===== src/rtl/i2c_pkg.sv =====
// Shared types and constants for the I2C target: FSM state encoding, default bus
// address and the bus-level ACK/NACK values.
package i2c_pkg;

  localparam logic [6:0] I2C_DEFAULT_ADDR = 7'b1101001;
  localparam logic       I2C_ACK          = 1'b0;
  localparam logic       I2C_NACK         = 1'b1;

  typedef enum logic [3:0] {
    IDLE,
    ADDR,
    ADDR_ACK,
    REG,
    REG_ACK,
    WDATA,
    WDATA_ACK,
    RDATA,
    RDATA_ACK,
    WAIT_STOP
  } i2c_state_t;

endpackage


===== src/rtl/i2c_sync_edge.sv =====
// Brings the asynchronous SCL/SDA pins into the clk domain and decodes the bus
// events (SCL edges, START, STOP) from the synchronized level and one history flop.
module i2c_sync_edge (
  input  logic clk,
  input  logic reset,
  input  logic scl_in,
  input  logic sda_in,
  output logic sda_s,
  output logic scl_rise,
  output logic scl_fall,
  output logic start,
  output logic stop
);

  logic [1:0] scl_sync;
  logic [1:0] sda_sync;
  logic       scl_hist;
  logic       sda_hist;

  // Idle bus is high, so reset to 1 to avoid a phantom edge when leaving reset.
  always_ff @(posedge clk) begin
    if (reset) begin
      scl_sync <= 2'b11;
      sda_sync <= 2'b11;
      scl_hist <= 1'b1;
      sda_hist <= 1'b1;
    end else begin
      scl_sync <= {scl_sync[0], scl_in};
      sda_sync <= {sda_sync[0], sda_in};
      scl_hist <= scl_sync[1];
      sda_hist <= sda_sync[1];
    end
  end

  assign sda_s    = sda_sync[1];
  assign scl_rise = scl_sync[1] & ~scl_hist;
  assign scl_fall = ~scl_sync[1] & scl_hist;
  assign start    = scl_sync[1] & scl_hist & sda_hist & ~sda_sync[1];
  assign stop     = scl_sync[1] & scl_hist & ~sda_hist & sda_sync[1];

endmodule


===== src/rtl/i2c_slave_regs.sv =====
// I2C target with a 2**REG_AW-byte register file, open-drain SDA drive and a write strobe.
// Define I2C_SLAVE_AUTOINC_EN to advance the register pointer after each acked byte.
module i2c_slave_regs
  import i2c_pkg::*;
#(
  parameter logic [6:0] SLAVE_ADDR = I2C_DEFAULT_ADDR,
  parameter int         REG_AW     = 4
) (
  input  logic              clk,
  input  logic              reset,
  input  logic              scl_in,
  input  logic              sda_in,
  output logic              sda_oe,
  output logic              busy,
  output logic              wr_valid,
  output logic [REG_AW-1:0] wr_addr,
  output logic [7:0]        wr_data
);

  // state     | meaning
  // IDLE      | bus free, nothing addressed
  // ADDR      | shifting in the address byte
  // ADDR_ACK  | driving ACK for our address
  // REG       | shifting in the register pointer byte
  // REG_ACK   | driving ACK for the pointer byte
  // WDATA     | shifting in a write data byte
  // WDATA_ACK | driving ACK for a write data byte
  // RDATA     | shifting out reg[ptr]
  // RDATA_ACK | SDA released, sampling the master's ACK/NACK
  // WAIT_STOP | not addressed or read ended, ignore bits until START/STOP

  localparam int DEPTH = 2 ** REG_AW;

  i2c_state_t        state, state_d;
  logic              sda_s, scl_rise, scl_fall, start, stop;
  logic [3:0]        bit_cnt, cnt_d;
  logic [7:0]        shreg, shreg_d;
  logic [REG_AW-1:0] ptr, ptr_d, ptr_adv;
  logic [7:0]        regs [DEPTH];
  logic [7:0]        rd_byte;
  logic              sda_oe_d, busy_d, wr_en, addr_hit;

  i2c_sync_edge u_sync (
    .clk      (clk),
    .reset    (reset),
    .scl_in   (scl_in),
    .sda_in   (sda_in),
    .sda_s    (sda_s),
    .scl_rise (scl_rise),
    .scl_fall (scl_fall),
    .start    (start),
    .stop     (stop)
  );

`ifdef I2C_SLAVE_AUTOINC_EN
  assign ptr_adv = ptr + REG_AW'(1);
`else
  assign ptr_adv = ptr;
`endif

  assign rd_byte  = regs[ptr];
  assign addr_hit = (shreg[7:1] == SLAVE_ADDR);

  always_ff @(posedge clk) begin
    if (reset) state <= IDLE;
    else       state <= state_d;
  end

  always_comb begin
    state_d = state;
    if (stop) begin
      state_d = IDLE;
    end else if (start) begin
      state_d = ADDR;
    end else begin
      case (state)
        ADDR:      if (scl_fall && bit_cnt == 4'd8) state_d = addr_hit ? ADDR_ACK : WAIT_STOP;
        REG:       if (scl_fall && bit_cnt == 4'd8) state_d = REG_ACK;
        WDATA:     if (scl_fall && bit_cnt == 4'd8) state_d = WDATA_ACK;
        ADDR_ACK:  if (scl_fall) state_d = shreg[0] ? RDATA : REG;
        REG_ACK,
        WDATA_ACK: if (scl_fall) state_d = WDATA;
        RDATA:     if (scl_fall && bit_cnt == 4'd8) state_d = RDATA_ACK;
        RDATA_ACK: begin
          if (scl_rise && sda_s == I2C_NACK)       state_d = WAIT_STOP;
          else if (scl_fall && bit_cnt == 4'd9)    state_d = RDATA;
        end
        default: ;
      endcase
    end
  end

  // Datapath next values; the read byte's MSB goes out on the same fall that ends the ACK.
  always_comb begin
    sda_oe_d = sda_oe;
    busy_d   = busy;
    cnt_d    = bit_cnt;
    shreg_d  = shreg;
    ptr_d    = ptr;
    wr_en    = 1'b0;
    if (stop) begin
      sda_oe_d = 1'b0;
      busy_d   = 1'b0;
    end else if (start) begin
      sda_oe_d = 1'b0;
      cnt_d    = 4'd0;
    end else begin
      case (state)
        ADDR, REG, WDATA: begin
          if (scl_rise && bit_cnt != 4'd8) begin
            shreg_d = {shreg[6:0], sda_s};
            cnt_d   = bit_cnt + 4'd1;
          end else if (scl_fall && bit_cnt == 4'd8) begin
            cnt_d = 4'd0;
            if (state == ADDR) begin
              sda_oe_d = addr_hit;
              busy_d   = addr_hit;
            end else if (state == REG) begin
              sda_oe_d = 1'b1;
              ptr_d    = shreg[REG_AW-1:0];
            end else begin
              sda_oe_d = 1'b1;
              wr_en    = 1'b1;
              ptr_d    = ptr_adv;
            end
          end
        end
        ADDR_ACK, REG_ACK, WDATA_ACK: begin
          if (scl_fall) begin
            sda_oe_d = 1'b0;
            cnt_d    = 4'd0;
            if (state == ADDR_ACK && shreg[0]) begin
              shreg_d  = rd_byte;
              sda_oe_d = ~rd_byte[7];
            end
          end
        end
        RDATA: begin
          if (scl_rise) begin
            cnt_d = bit_cnt + 4'd1;
          end else if (scl_fall) begin
            if (bit_cnt == 4'd8) begin
              sda_oe_d = 1'b0;
            end else begin
              shreg_d  = {shreg[6:0], 1'b0};
              sda_oe_d = ~shreg[6];
            end
          end
        end
        RDATA_ACK: begin
          if (scl_rise) begin
            if (sda_s == I2C_ACK) begin
              ptr_d = ptr_adv;
              cnt_d = 4'd9;
            end else begin
              busy_d = 1'b0;
            end
          end else if (scl_fall && bit_cnt == 4'd9) begin
            shreg_d  = rd_byte;
            sda_oe_d = ~rd_byte[7];
            cnt_d    = 4'd0;
          end
        end
        default: ;
      endcase
    end
  end

  always_ff @(posedge clk) begin
    if (reset) begin
      sda_oe   <= 1'b0;
      busy     <= 1'b0;
      bit_cnt  <= 4'd0;
      shreg    <= 8'd0;
      ptr      <= '0;
      wr_valid <= 1'b0;
      wr_addr  <= '0;
      wr_data  <= 8'd0;
      for (int i = 0; i < DEPTH; i++) regs[i] <= 8'd0;
    end else begin
      sda_oe   <= sda_oe_d;
      busy     <= busy_d;
      bit_cnt  <= cnt_d;
      shreg    <= shreg_d;
      ptr      <= ptr_d;
      wr_valid <= wr_en;
      if (wr_en) begin
        regs[ptr] <= shreg;
        wr_addr   <= ptr;
        wr_data   <= shreg;
      end
    end
  end

endmodule


===== config.mk =====
export PLATFORM = sky130hd
export DESIGN_NAME = i2c_slave_regs
export DESIGN_NICKNAME = d
export VERILOG_FILES = /design/src/rtl/i2c_pkg.sv /design/src/rtl/i2c_sync_edge.sv /design/src/rtl/i2c_slave_regs.sv
export SDC_FILE = /design/constraint.sdc
export NUM_CORES = 1
export LEC_CHECK = 0
export CAP_MARGIN = 40
export CORE_ASPECT_RATIO = 0.75
export CORE_MARGIN = 5
export CORE_UTILIZATION = 56
export DETAILED_ROUTE_END_ITERATION = 6
export DONT_BUFFER_PORTS = 1
export GPL_TIMING_DRIVEN = 0
export HOLD_SLACK_MARGIN = 0.15
export PLACE_DENSITY = 0.71
export SYNTH_ARGS = -nofsm -noshare
export SYNTH_HDL_FRONTEND = slang
export SYNTH_SLANG_ARGS = --single-unit

===== constraint.sdc =====
create_clock -name clk -period 2.67 [get_ports clk]
set_input_delay 0.4005 -clock clk [delete_from_list [all_inputs] [get_ports clk]]
set_output_delay 0.4005 -clock clk [all_outputs]
set_load 0.02 [all_outputs]

==> results.md, run 1 <==
- Clock tree from TritonCTS: done
- Worst-path clk slew: ~0.07 ns
- Die ar.: 18440 µm²
- Hold crit path type: flop to flop
- Final period utilization: 97.22%
- Final Routed Wirelength: 25310 µm
- Met3 usage: a little under a tenth
- Vias: about 6.4k
- Critical path startpoint category: flop
- Largest net degree at the start of global routing: 17
- Initial DRC count: 1038
- Slew Viols, Final: 0
- H-tree depth: 4
- Crit path DAT: 2.74 ns
- CTS root buffer: clkbuf_16
- Post-synthesis register bit count: 173
- VDD IR max: 420.2 µV
- Ys Warns: 0
- GRT overflow: 0
- RePlAce Congestion: 1.009
- Fin crit period: 2.596 ns
- WP data required: between 2 and 3 ns
- Cell taking the most area after synthesis: edfxtp_1
- Most common cell after layout, fill and taps aside: edfxtp_1
- Final clock skew: 0.006363 ns
- Global Route met2 Usage: 37.84%
- Layout cell share with drive strength beyond 1: 23.65%
- First-pass GRT wire length: 37830 µm
- DR vias/cell: around 6.8
- Area Growth Syn to Fin: 10.25%
- PwrDens: 589.0 nW/µm²
- Setup violations, final: 0
- Mapped Area: 8848 µm²
- Number of synthesized flops with an enable pin: 128
- Max clock buf depth: 2
- Syn nets: roughly 700
- Seq/Total Area, Yosys: 53.62%
- Clock Latency Late Sink: 0.44 ns
- GRT Util Overall: 27.84%
- Number of global-route vias before repair: slightly above 6k
- Placeable Area: 15370 µm²
- CP Max Fanout: 10
- Ant diodes: 0
- CTS Buf Count: 17
- IO Pins: 19
- Wire length per cell: 26.78 µm
- Ys flop type: edfxtp_1
- Status: complete, no violations
- Die Width: 155.1 µm
- P_leak: 3.124 nW
- Setup CP Type: flop to flop
- Fmax: a little under 0.4 GHz
- Fill count: 1189
- Post-DP HPWL: 17880 µm
- First-pass DRT Iterations: 5
- Initial Utilization: 57.57%
- Number of clock sinks: roughly 170
- Most frequent cells in the layout: 128 x edfxtp_1, 48 x and2_1, 48 x mux2i_1, 45 x dfxtp_1, 44 x nor4_1
- Port buffer count: 0
- Average cell area after synthesis: 12.57 µm²
- Die height: 118.9 µm
- Yosys top cell area share: 43.44%
- Row count: 39
- Cells after Synth: just over 700
- Max-slew headroom: 39.62%
- Final core utilization: between 60 and 70%
- Final hold vios: 0
- Max-Cap Viols: 0
- FFs w/ async S/R, synth: 0%
- Nets: 734
- Gr busiest metal: met1
- DRC violations left: 0
- Worst hold slack: 0.4141 ns
- Slew of the pin with the lowest slew margin: between 0.9 and 1 ns
- Worst setup EP type: flop
- M1 GR Usage: ~42%
- Post-DRT Antenna Nets: 0
- Main area contributors after synthesis: edfxtp_1 43%, dfxtp_1 10%, mux2i_1 5.4%, nor4_2 5.2%, mux4_2 5.1%
- Post-synthesis cell type count: 70
- Initial antenna violation count: 0
[worst max-delay path, cell delays in order, from the launching register on]
cell and delay, ns:
dfxtp_1 0.37, inv_1 0.08, ha_1 0.17, and3b_2 0.26, nand3_2 0.10, or3_4 0.40, buf_6 0.19, buf_6 0.17
nor3_1 0.29, or2_4 0.26
[registers in the layout (all words and copies together), names as in the netlist, named ones only]
name,flops
state,4
ptr,4
wr_addr,4
wr_data,8
bit_cnt,4
busy,1
u_sync.sda_hist,1
u_sync.scl_sync,2
regs,128
sda_oe,1
wr_valid,1
u_sync.sda_sync,2
shreg,8
u_sync.scl_hist,1
[final cells by class]
cell class | instances | area, µm² | share of cell area, %
clock buffer | 20 | 479.2 | 4.912
clock inverter | 12 | 97.59 | 1.000
buffer | 72 | 384.1 | 3.937
multi-input combinational | 443 | 3697 | 37.90
inverter | 16 | 60.06 | 0.6156
tap | 205 | 256.5 | 2.629
timing repair buffer | 4 | 36.28 | 0.3719
sequential | 173 | 4745 | 48.63
[synthesized netlist by cell type, drive strengths merged, types with 10 or more instances]
cell type / n
edfxtp: 128
nor4: 87
and2: 48
mux2i: 48
dfxtp: 45
clkbuf: 37
buf: 35
nor2: 29
or2: 24
nand2: 22
mux4: 20
nor3: 19
inv: 16
o21ai: 14
a21oi: 13
o221ai: 13
nor3b: 10
[worst paths after layout]
| kind | startpoint | cells past startpoint | to | slack [ns] |
|---|---|---|---|---|
| max | bit_cnt[0]$_SDFFE_PP0P_ | 9 | regs[14][3]$_SDFFCE_PN0P_ | 0.07 |
| max reg2reg | bit_cnt[0]$_SDFFE_PP0P_ | 9 | regs[14][3]$_SDFFCE_PN0P_ | 0.07 |
| min reg2reg | u_sync.scl_sync[0]$_SDFF_PP1_ | 1 | u_sync.scl_sync[1]$_SDFF_PP1_ | 0.41 |
| min | u_sync.scl_sync[0]$_SDFF_PP1_ | 1 | u_sync.scl_sync[1]$_SDFF_PP1_ | 0.41 |
[through the flow]
stage          setup WS, ns  TNS, ns  std cells  cell area, µm²  total power [mW]
6_report            0.07419        0        945            9756             5.746
4_1_cts            0.001719        0        945            9718             5.733
3_5_place_dp        0.01246        0        911            9121             3.346
2_1_floorplan        0.4736        0        704            8848             3.234
3_3_place_gp        0.05756        0        909            9105             3.335
5_1_grt            -0.03233  -0.2262        945            9756             5.893
[power by group]
part / switching (mW) / leakage, nW / internal (mW)
logic: 0.188 / 1.23 / 0.0878
registers: 0.0565 / 1.61 / 2.97
clock network: 1.12 / 0.283 / 1.32
total: 1.36 / 3.12 / 4.38
[cells by family after synthesis]
family                     share of synthesized area, %
xor gates and xnor gates                         0.1980
adders and majority gates                        0.4243
and+or+nand+nor                                   22.07
buffers and inverters                             5.020
DFF                                               53.62
muxes                                             10.77
AOI/OAI and AO/OA                                 7.890
[repair_timing]
item | 4_1_cts | 5_1_grt
setup endpoints to repair | 0 | 79
buffers inserted | 0 | 0
hold buffers | 2 | 0
resized for setup | 0 | 12
hold endpoints to repair | 2 | 0
[layer usage]
metal | part of all wire, % | vias to the layer above
met1 | 44 | 3132
met4 | 2.2 | 0
met2 | 41 | 462
met3 | 13 | 55
li1 | - | 2772
met5 | 0 | -
Note: power is estimated with default switching activity, not from simulation.
==> inputs of run 2 (changes only) <==
--- a/config.mk
+++ b/config.mk
@@ -14,6 +14,7 @@
 export GPL_TIMING_DRIVEN = 0
 export HOLD_SLACK_MARGIN = 0.15
 export PLACE_DENSITY = 0.71
+export SKIP_CTS_REPAIR_TIMING = 1
 export SYNTH_ARGS = -nofsm -noshare
 export SYNTH_HDL_FRONTEND = slang
 export SYNTH_SLANG_ARGS = --single-unit
==> run 2 against run 1 <==
Core utilization is the same. Critical path type unchanged. Design area is the same. Die area is the same. Cell count is the same. Largest power group unchanged.
==> results.md, run 2 (same netlist as run 1, synthesis figures left out) <==
- Status: complete, no violations
- Worst hold slack: 0.4142 ns (+0.00001700 ns)
- Port buffer count: 0 (unchanged)
- First-pass DRT Iterations: 5 (unchanged)
- Top reg by flops: regs
- Setup CP Type: flop to flop
- Die ar.: 18440 µm² (unchanged)
- Slew of the pin with the lowest slew margin: 0.9287 ns (+0.02291 ns)
- Die height: 118.9 µm (unchanged)
- VDD IR max: 418.2 µV (-0.49%)
- Worst setup EP type: flop
- Fin crit period: 2.596 ns (+0.0003479 ns)
- Crit path DAT: 2.74 ns (about the same)
- Worst reg2reg path startpoint: bit_cnt[0]$_SDFFE_PP0P_
- Die Width: 155.1 µm (unchanged)
- RePlAce Congestion: 1.009 (unchanged)
- DR vias/cell: 6.799 (about the same)
- Fmax: 0.3852 GHz (about the same)
- Hold Crit Endpoint: u_sync.scl_sync[1]$_SDFF_PP1_
- Max-slew headroom: 38.09% (-1.5 points)
- Nets: 734 (unchanged)
- Clock tree from TritonCTS: done
- P_leak: 3.124 nW (unchanged)
- Slowest cell on crit path: or3_4
- Slew Viols, Final: 0 (unchanged)
- Initial Utilization: 57.57% (unchanged)
- H-tree depth: 4 (unchanged)
- Pre-CTS setup slack: 0.01246 ns (unchanged)
- CTS Buf Count: 17 (unchanged)
- Placeable Area: 15370 µm² (unchanged)
- Worst r2r dst: regs[14][6]$_SDFFCE_PN0P_
- Post-DRT Antenna Nets: 0 (unchanged)
- Area Growth Syn to Fin: 10.25% (unchanged)
- GRT Util Overall: 27.82% (about the same)
- WHS Path Cells: 1 (unchanged)
- Vias: 6425 (+0.062%)
- Largest net degree at the start of global routing: 17 (unchanged)
- Hold crit path type: flop to flop
- Most common cell after layout, fill and taps aside: edfxtp_1
- Worst path most repeated cell: buf_6
- GRT overflow: 0 (unchanged)
- Most frequent cells in the layout: 128 x edfxtp_1, 48 x and2_1, 48 x mux2i_1, 45 x dfxtp_1, 44 x nor4_1
- Setup violations, final: 0 (unchanged)
- Final period utilization: 97.23% (about the same)
- IO Pins: 19 (unchanged)
- Layout cell share with drive strength beyond 1: 23.65% (unchanged)
- Ant diodes: 0 (unchanged)
- R2R Setup Slk: 0.07 ns (about the same)
- Cells on worst reg2reg path: 9 (unchanged)
- Max clock buf depth: 2 (unchanged)
- Number of global-route vias before repair: 6129 (+0.15%)
- Min-Delay Startpoint: u_sync.scl_sync[0]$_SDFF_PP1_
- Max reg flops: 128 (unchanged)
- Initial antenna violation count: 0 (unchanged)
- Row count: 39 (unchanged)
- Delay of the slowest critical-path stage: 0.40 ns (about the same)
- Regs by FF count: regs (128), shreg (8), wr_data (8)
- Post-DP HPWL: 17880 µm (unchanged)
- PwrDens: 588.5 nW/µm² (about the same)
- WP data required: 2.82 ns (about the same)
- DRC violations left: 0 (unchanged)
- CP Max Fanout: 10 (unchanged)
- Max-Cap Viols: 0 (unchanged)
- Initial DRC count: 1060 (+2.1%)
- CTS root buffer: clkbuf_16
- Number of clock sinks: 173 (unchanged)
- Clock Latency Late Sink: 0.44 ns (about the same)
- Critical Path, Cell by Cell: inv_1, ha_1, and3b_2, nand3_2, or3_4, buf_6, buf_6, nor3_1, or2_4
- Wire length per cell: 26.72 µm (-0.22%)
- Final hold vios: 0 (unchanged)
- Final Routed Wirelength: 25250 µm (-0.22%)
- Final clock skew: 0.007757 ns (+0.001394 ns)
- Worst-path clk slew: 0.07 ns (about the same)
- Final setup margin: 0.07384 ns (-0.0003479 ns)
- Critical path startpoint category: flop
- First-pass GRT wire length: 37830 µm (about the same)
==> run 2: cell counts in the layout (fill, tap and decap cells not counted) <==
No cell type changed its count.
==> run 2: layer usage <==
layer | wire [µm] | vias to the layer above | share of wire, % | track usage [%]
met5 | 0 | - | 0 | 0
met4 | 505 | 0 | 2.0 | 8.880
met3 | 3183 | 38 | 13 | 9.137
met2 | 10450 | 460 | 41 | 37.73
met1 | 11110 | 3154 | 44 | 42.21
li1 | - | 2773 | - | -
==> run 2: report_power, final <==
| part | total (mW) | internal, mW | leakage (nW) | switching, mW |
|---|---|---|---|---|
| Combinational | 0.274 | 0.0878 | 1.23 | 0.186 |
| Sequential | 3.03 | 2.97 | 1.61 | 0.0561 |
| Clock | 2.44 | 1.32 | 0.283 | 1.12 |
| Total | 5.74 | 4.38 | 3.12 | 1.36 |
==> run 2: per-stage QoR <==
step	TNS, ns	instances	instance area [µm²]	total power, mW	utilization, %
2_1_floorplan	0	704	8848	3.234	-
3_3_place_gp	0	909	9105	3.335	59.23
3_5_place_dp	0	911	9121	3.346	59.34
4_1_cts	0	943	9698	5.731	63.09
5_1_grt	-0.2257	945	9756	5.891	63.47
6_report	0	945	9756	5.741	63.47
==> run 2: worst max-delay path, delay by kind of cell, from the launching register on <==
kind	cells	cell delay (ns)
adder cells (fa/ha/maj)	1	0.18
buffers and inverters	3	0.44
flip-flops	1	0.37
AND/OR/NAND/NOR	5	1.30
==> run 2: worst max path at each step <==
stage / from / endpoint / slack, ns / cells past startpoint
floorplan: bit_cnt[0]$_SDFFE_PP0P_ / regs[0][0]$_SDFFCE_PN0P_ / 0.47 / 8
global placement: bit_cnt[0]$_SDFFE_PP0P_ / regs[2][1]$_SDFFCE_PN0P_ / 0.06 / 9
detailed placement: bit_cnt[0]$_SDFFE_PP0P_ / regs[2][2]$_SDFFCE_PN0P_ / 0.01 / 9
CTS: bit_cnt[0]$_SDFFE_PP0P_ / regs[2][3]$_SDFFCE_PN0P_ / 0.002 / 9
global route: bit_cnt[0]$_SDFFE_PP0P_ / regs[14][6]$_SDFFCE_PN0P_ / -0.03 / 9
finish: bit_cnt[0]$_SDFFE_PP0P_ / regs[14][6]$_SDFFCE_PN0P_ / 0.07 / 9
==> run 2: area by class of cell <==
class                           count  area, µm²
Clock inverter                     12      97.59
Sequential cell                   173       4745
Clock buffer                       20      479.2
Tap cell                          205      256.5
Inverter                           16      60.06
Multi-Input combinational cell    443       3697
Fill cell                        1189       5615
Timing Repair Buffer                4      36.28
Buffer                             72      384.1
==> inputs of run 3 (changes only) <==
--- a/config.mk
+++ b/config.mk
@@ -13,7 +13,7 @@
 export DONT_BUFFER_PORTS = 1
 export GPL_TIMING_DRIVEN = 0
 export HOLD_SLACK_MARGIN = 0.15
-export PLACE_DENSITY = 0.71
+export PLACE_DENSITY = 0.74
 export SKIP_CTS_REPAIR_TIMING = 1
 export SYNTH_ARGS = -nofsm -noshare
 export SYNTH_HDL_FRONTEND = slang
==> constraint.sdc (replaced) <==
create_clock -name clk -period 2.15 [get_ports clk]
set_input_delay 0.3225 -clock clk [delete_from_list [all_inputs] [get_ports clk]]
set_output_delay 0.3225 -clock clk [all_outputs]
set_load 0.02 [all_outputs]
==> run 3 against run 2 <==
The flow now finishes with violations (setup timing). Sequential power up 24%. Highest routed layer is now met5. Via count up 7.8%. Worst hold slack better by 0.0052 ns. Global-route usage about the same. First-iteration DRC count up 11%. Clock power up 30%. Routed wire length up 17%. Non-clock buffer count up 38. Combinational power up 48%. Die area unchanged. Critical path type unchanged.
==> results.md, run 3 (same netlist as run 1, synthesis figures left out) <==
- Initial DRC count: 1180 (+11%)
- RePlAce Congestion: 0.9709 (-3.8%)
- RSZ-0062 raised after global routing: true
- Initial Utilization: 57.57% (unchanged)
- Critical path startpoint category: flop
- Number of global-route vias before repair: 6123 (-0.098%)
- Post-DRT Antenna Nets: 0 (unchanged)
- Vias: 6927 (+7.8%)
- Max reg flops: 128 (unchanged)
- CTS root buffer: clkbuf_16
- First-pass DRT Iterations: 5 (unchanged)
- Ant diodes: 0 (unchanged)
- Setup CP Type: flop to flop
- Slew of the pin with the lowest slew margin: 1.276 ns (+0.3477 ns)
- H-tree depth: 4 (unchanged)
- Max clock buf depth: 2 (unchanged)
- First-pass GRT wire length: 37950 µm (+0.33%)
- Fmax: 0.4204 GHz (+9.2%)
- GRT Util Overall: 27.79% (-0.035 points)
- Max-Cap Viols: 0 (unchanged)
- PwrDens: 635.0 nW/µm² (+7.9%)
- Die height: 118.9 µm (unchanged)
- Final hold vios: 0 (unchanged)
- FF/Latch Area: 4756 µm² (+0.24%)
- CP Max Fanout: 8 (-2)
- Layout cell share with drive strength beyond 1: 42.42% (+19 points)
- Top reg by flops: regs
- Port buffer count: 0 (unchanged)
- R2R Setup Slk: -0.23 ns (-0.30 ns)
- Status: finished with violations
- Fin crit period: 2.378 ns (-0.2177 ns)
- Largest net degree at the start of global routing: 17 (unchanged)
- GRT overflow: 0 (unchanged)
- DRC violations left: 0 (unchanged)
- Post-DP HPWL: 18130 µm (+1.4%)
- Final Routed Wirelength: 29570 µm (+17%)
- Crit path DAT: 2.52 ns (-0.22 ns)
- Max-slew headroom: 14.91% (-23 points)
- Number of clock sinks: 173 (unchanged)
- Pre-CTS setup slack: -0.3806 ns (-0.3931 ns)
- P_leak: 4.469 nW (+43%)
- Die ar.: 18440 µm² (unchanged)
- Nets: 772 (+5.2%)
- Row count: 39 (unchanged)
- VDD IR max: 602.4 µV (+44%)
- IO Pins: 19 (unchanged)
- Most common cell after layout, fill and taps aside: edfxtp_1
- WP data required: 2.29 ns (-0.53 ns)
- Most frequent cells in the layout: 128 x edfxtp_1, 52 x nor4_4, 42 x and2_1, 40 x dfxtp_1, 35 x mux2i_1
- Initial antenna violation count: 0 (unchanged)
- Worst setup EP type: flop
- Clock Latency Late Sink: 0.44 ns (about the same)
- Area occupied by multi-input gates: 4793 µm² (+30%)
- Clock tree from TritonCTS: done
- Placeable Area: 15370 µm² (unchanged)
- DR vias/cell: 7.047 (+3.6%)
- Hold crit path type: flop to flop
- Final core utilization: 75.13% (+12 points)
- CTS Buf Count: 17 (unchanged)
- Regs by FF count: regs (128), shreg (8), wr_data (8)
- Cells on worst reg2reg path: 9 (unchanged)
- Worst reg2reg path startpoint: bit_cnt[1]$_SDFFE_PP0P_
- Final clock skew: 0.009288 ns (+0.001530 ns)
- Setup violations, final: 241 (+241)
- Critical Path Source: bit_cnt[1]$_SDFFE_PP0P_
- Worst r2r dst: regs[6][3]$_SDFFCE_PN0P_
- Die Width: 155.1 µm (unchanged)
- Final period utilization: 110.6% (+13 points)
- Failing checks: setup timing
- Area Growth Syn to Fin: 30.51%
- Slew Viols, Final: 0 (unchanged)
- Final setup margin: -0.2284 ns (-0.3023 ns)
- Worst setup path end: regs[6][3]$_SDFFCE_PN0P_
- Worst-path clk slew: 0.07 ns (about the same)
- Fill count: 935 (-21%)
- Wire length per cell: 30.08 µm (+13%)
-- run 3: worst min-delay path by stage --
stage,startpoint,end,slack [ns],depth (start not counted)
after floorplan,u_sync.scl_sync[0]$_SDFF_PP1_,u_sync.scl_sync[1]$_SDFF_PP1_,0.39,1
after global placement,u_sync.scl_sync[0]$_SDFF_PP1_,u_sync.scl_sync[1]$_SDFF_PP1_,0.39,1
after detailed placement,u_sync.scl_sync[0]$_SDFF_PP1_,u_sync.scl_sync[1]$_SDFF_PP1_,0.40,1
after CTS,scl_in,u_sync.scl_sync[0]$_SDFF_PP1_,-0.02,1
after global routing,u_sync.sda_sync[0]$_SDFF_PP1_,u_sync.sda_sync[1]$_SDFF_PP1_,0.44,1
final,u_sync.scl_sync[0]$_SDFF_PP1_,u_sync.scl_sync[1]$_SDFF_PP1_,0.42,1
-- run 3: final cells by class --
cell class,count,share of cell area [%]
buffer,70,4.897
sequential,173,41.18
clock inverter,9,0.5634
inverter,16,0.5417
tap,205,2.221
multi-input combinational,443,41.51
timing repair buffer,44,4.485
clock buffer,23,4.605
-- run 3: metal layers --
layer	up-vias	GRT usage, %	wire length (µm)
met5	-	0	39
met3	79	9.318	3808
met4	2	7.391	785
li1	2857	-	-
met2	532	37.84	13100
met1	3457	42.54	11840
-- run 3: worst max-delay path, cell delays in order, from the launching register on --
cell and delay (ns):
dfxtp_4 0.36, inv_4 0.06, ha_4 0.13, and3b_2 0.22, nand3_2 0.10, or3_4 0.47, buf_12 0.18, clkbuf_16 0.18
nor3_4 0.13, or2_4 0.23
-- run 3: power by group --
group / total, mW / switching (mW) / internal [mW] / leakage, nW
logic: 0.406 / 0.278 / 0.129 / 2.55
clock network: 3.16 / 1.39 / 1.76 / 0.301
registers: 3.77 / 0.0783 / 3.69 / 1.61
total: 7.33 / 1.75 / 5.59 / 4.47
-- run 3: metrics by stage --
| step | TNS, ns | cell area (µm²) | std cells | power, mW | hold slack (ns) |
|---|---|---|---|---|---|
| after floorplan | -1.075 | 8874 | 704 | 4.022 | 0.3895 |
| after global placement | -40.09 | 9130 | 909 | 4.139 | 0.3940 |
| after detailed placement | -47.92 | 9146 | 911 | 4.155 | 0.4035 |
| after CTS | -54.77 | 9743 | 943 | 7.188 | -0.02456 |
| after global routing | -48.46 | 11550 | 983 | 7.494 | 0.4355 |
| final | -35.73 | 11550 | 983 | 7.333 | 0.4193 |
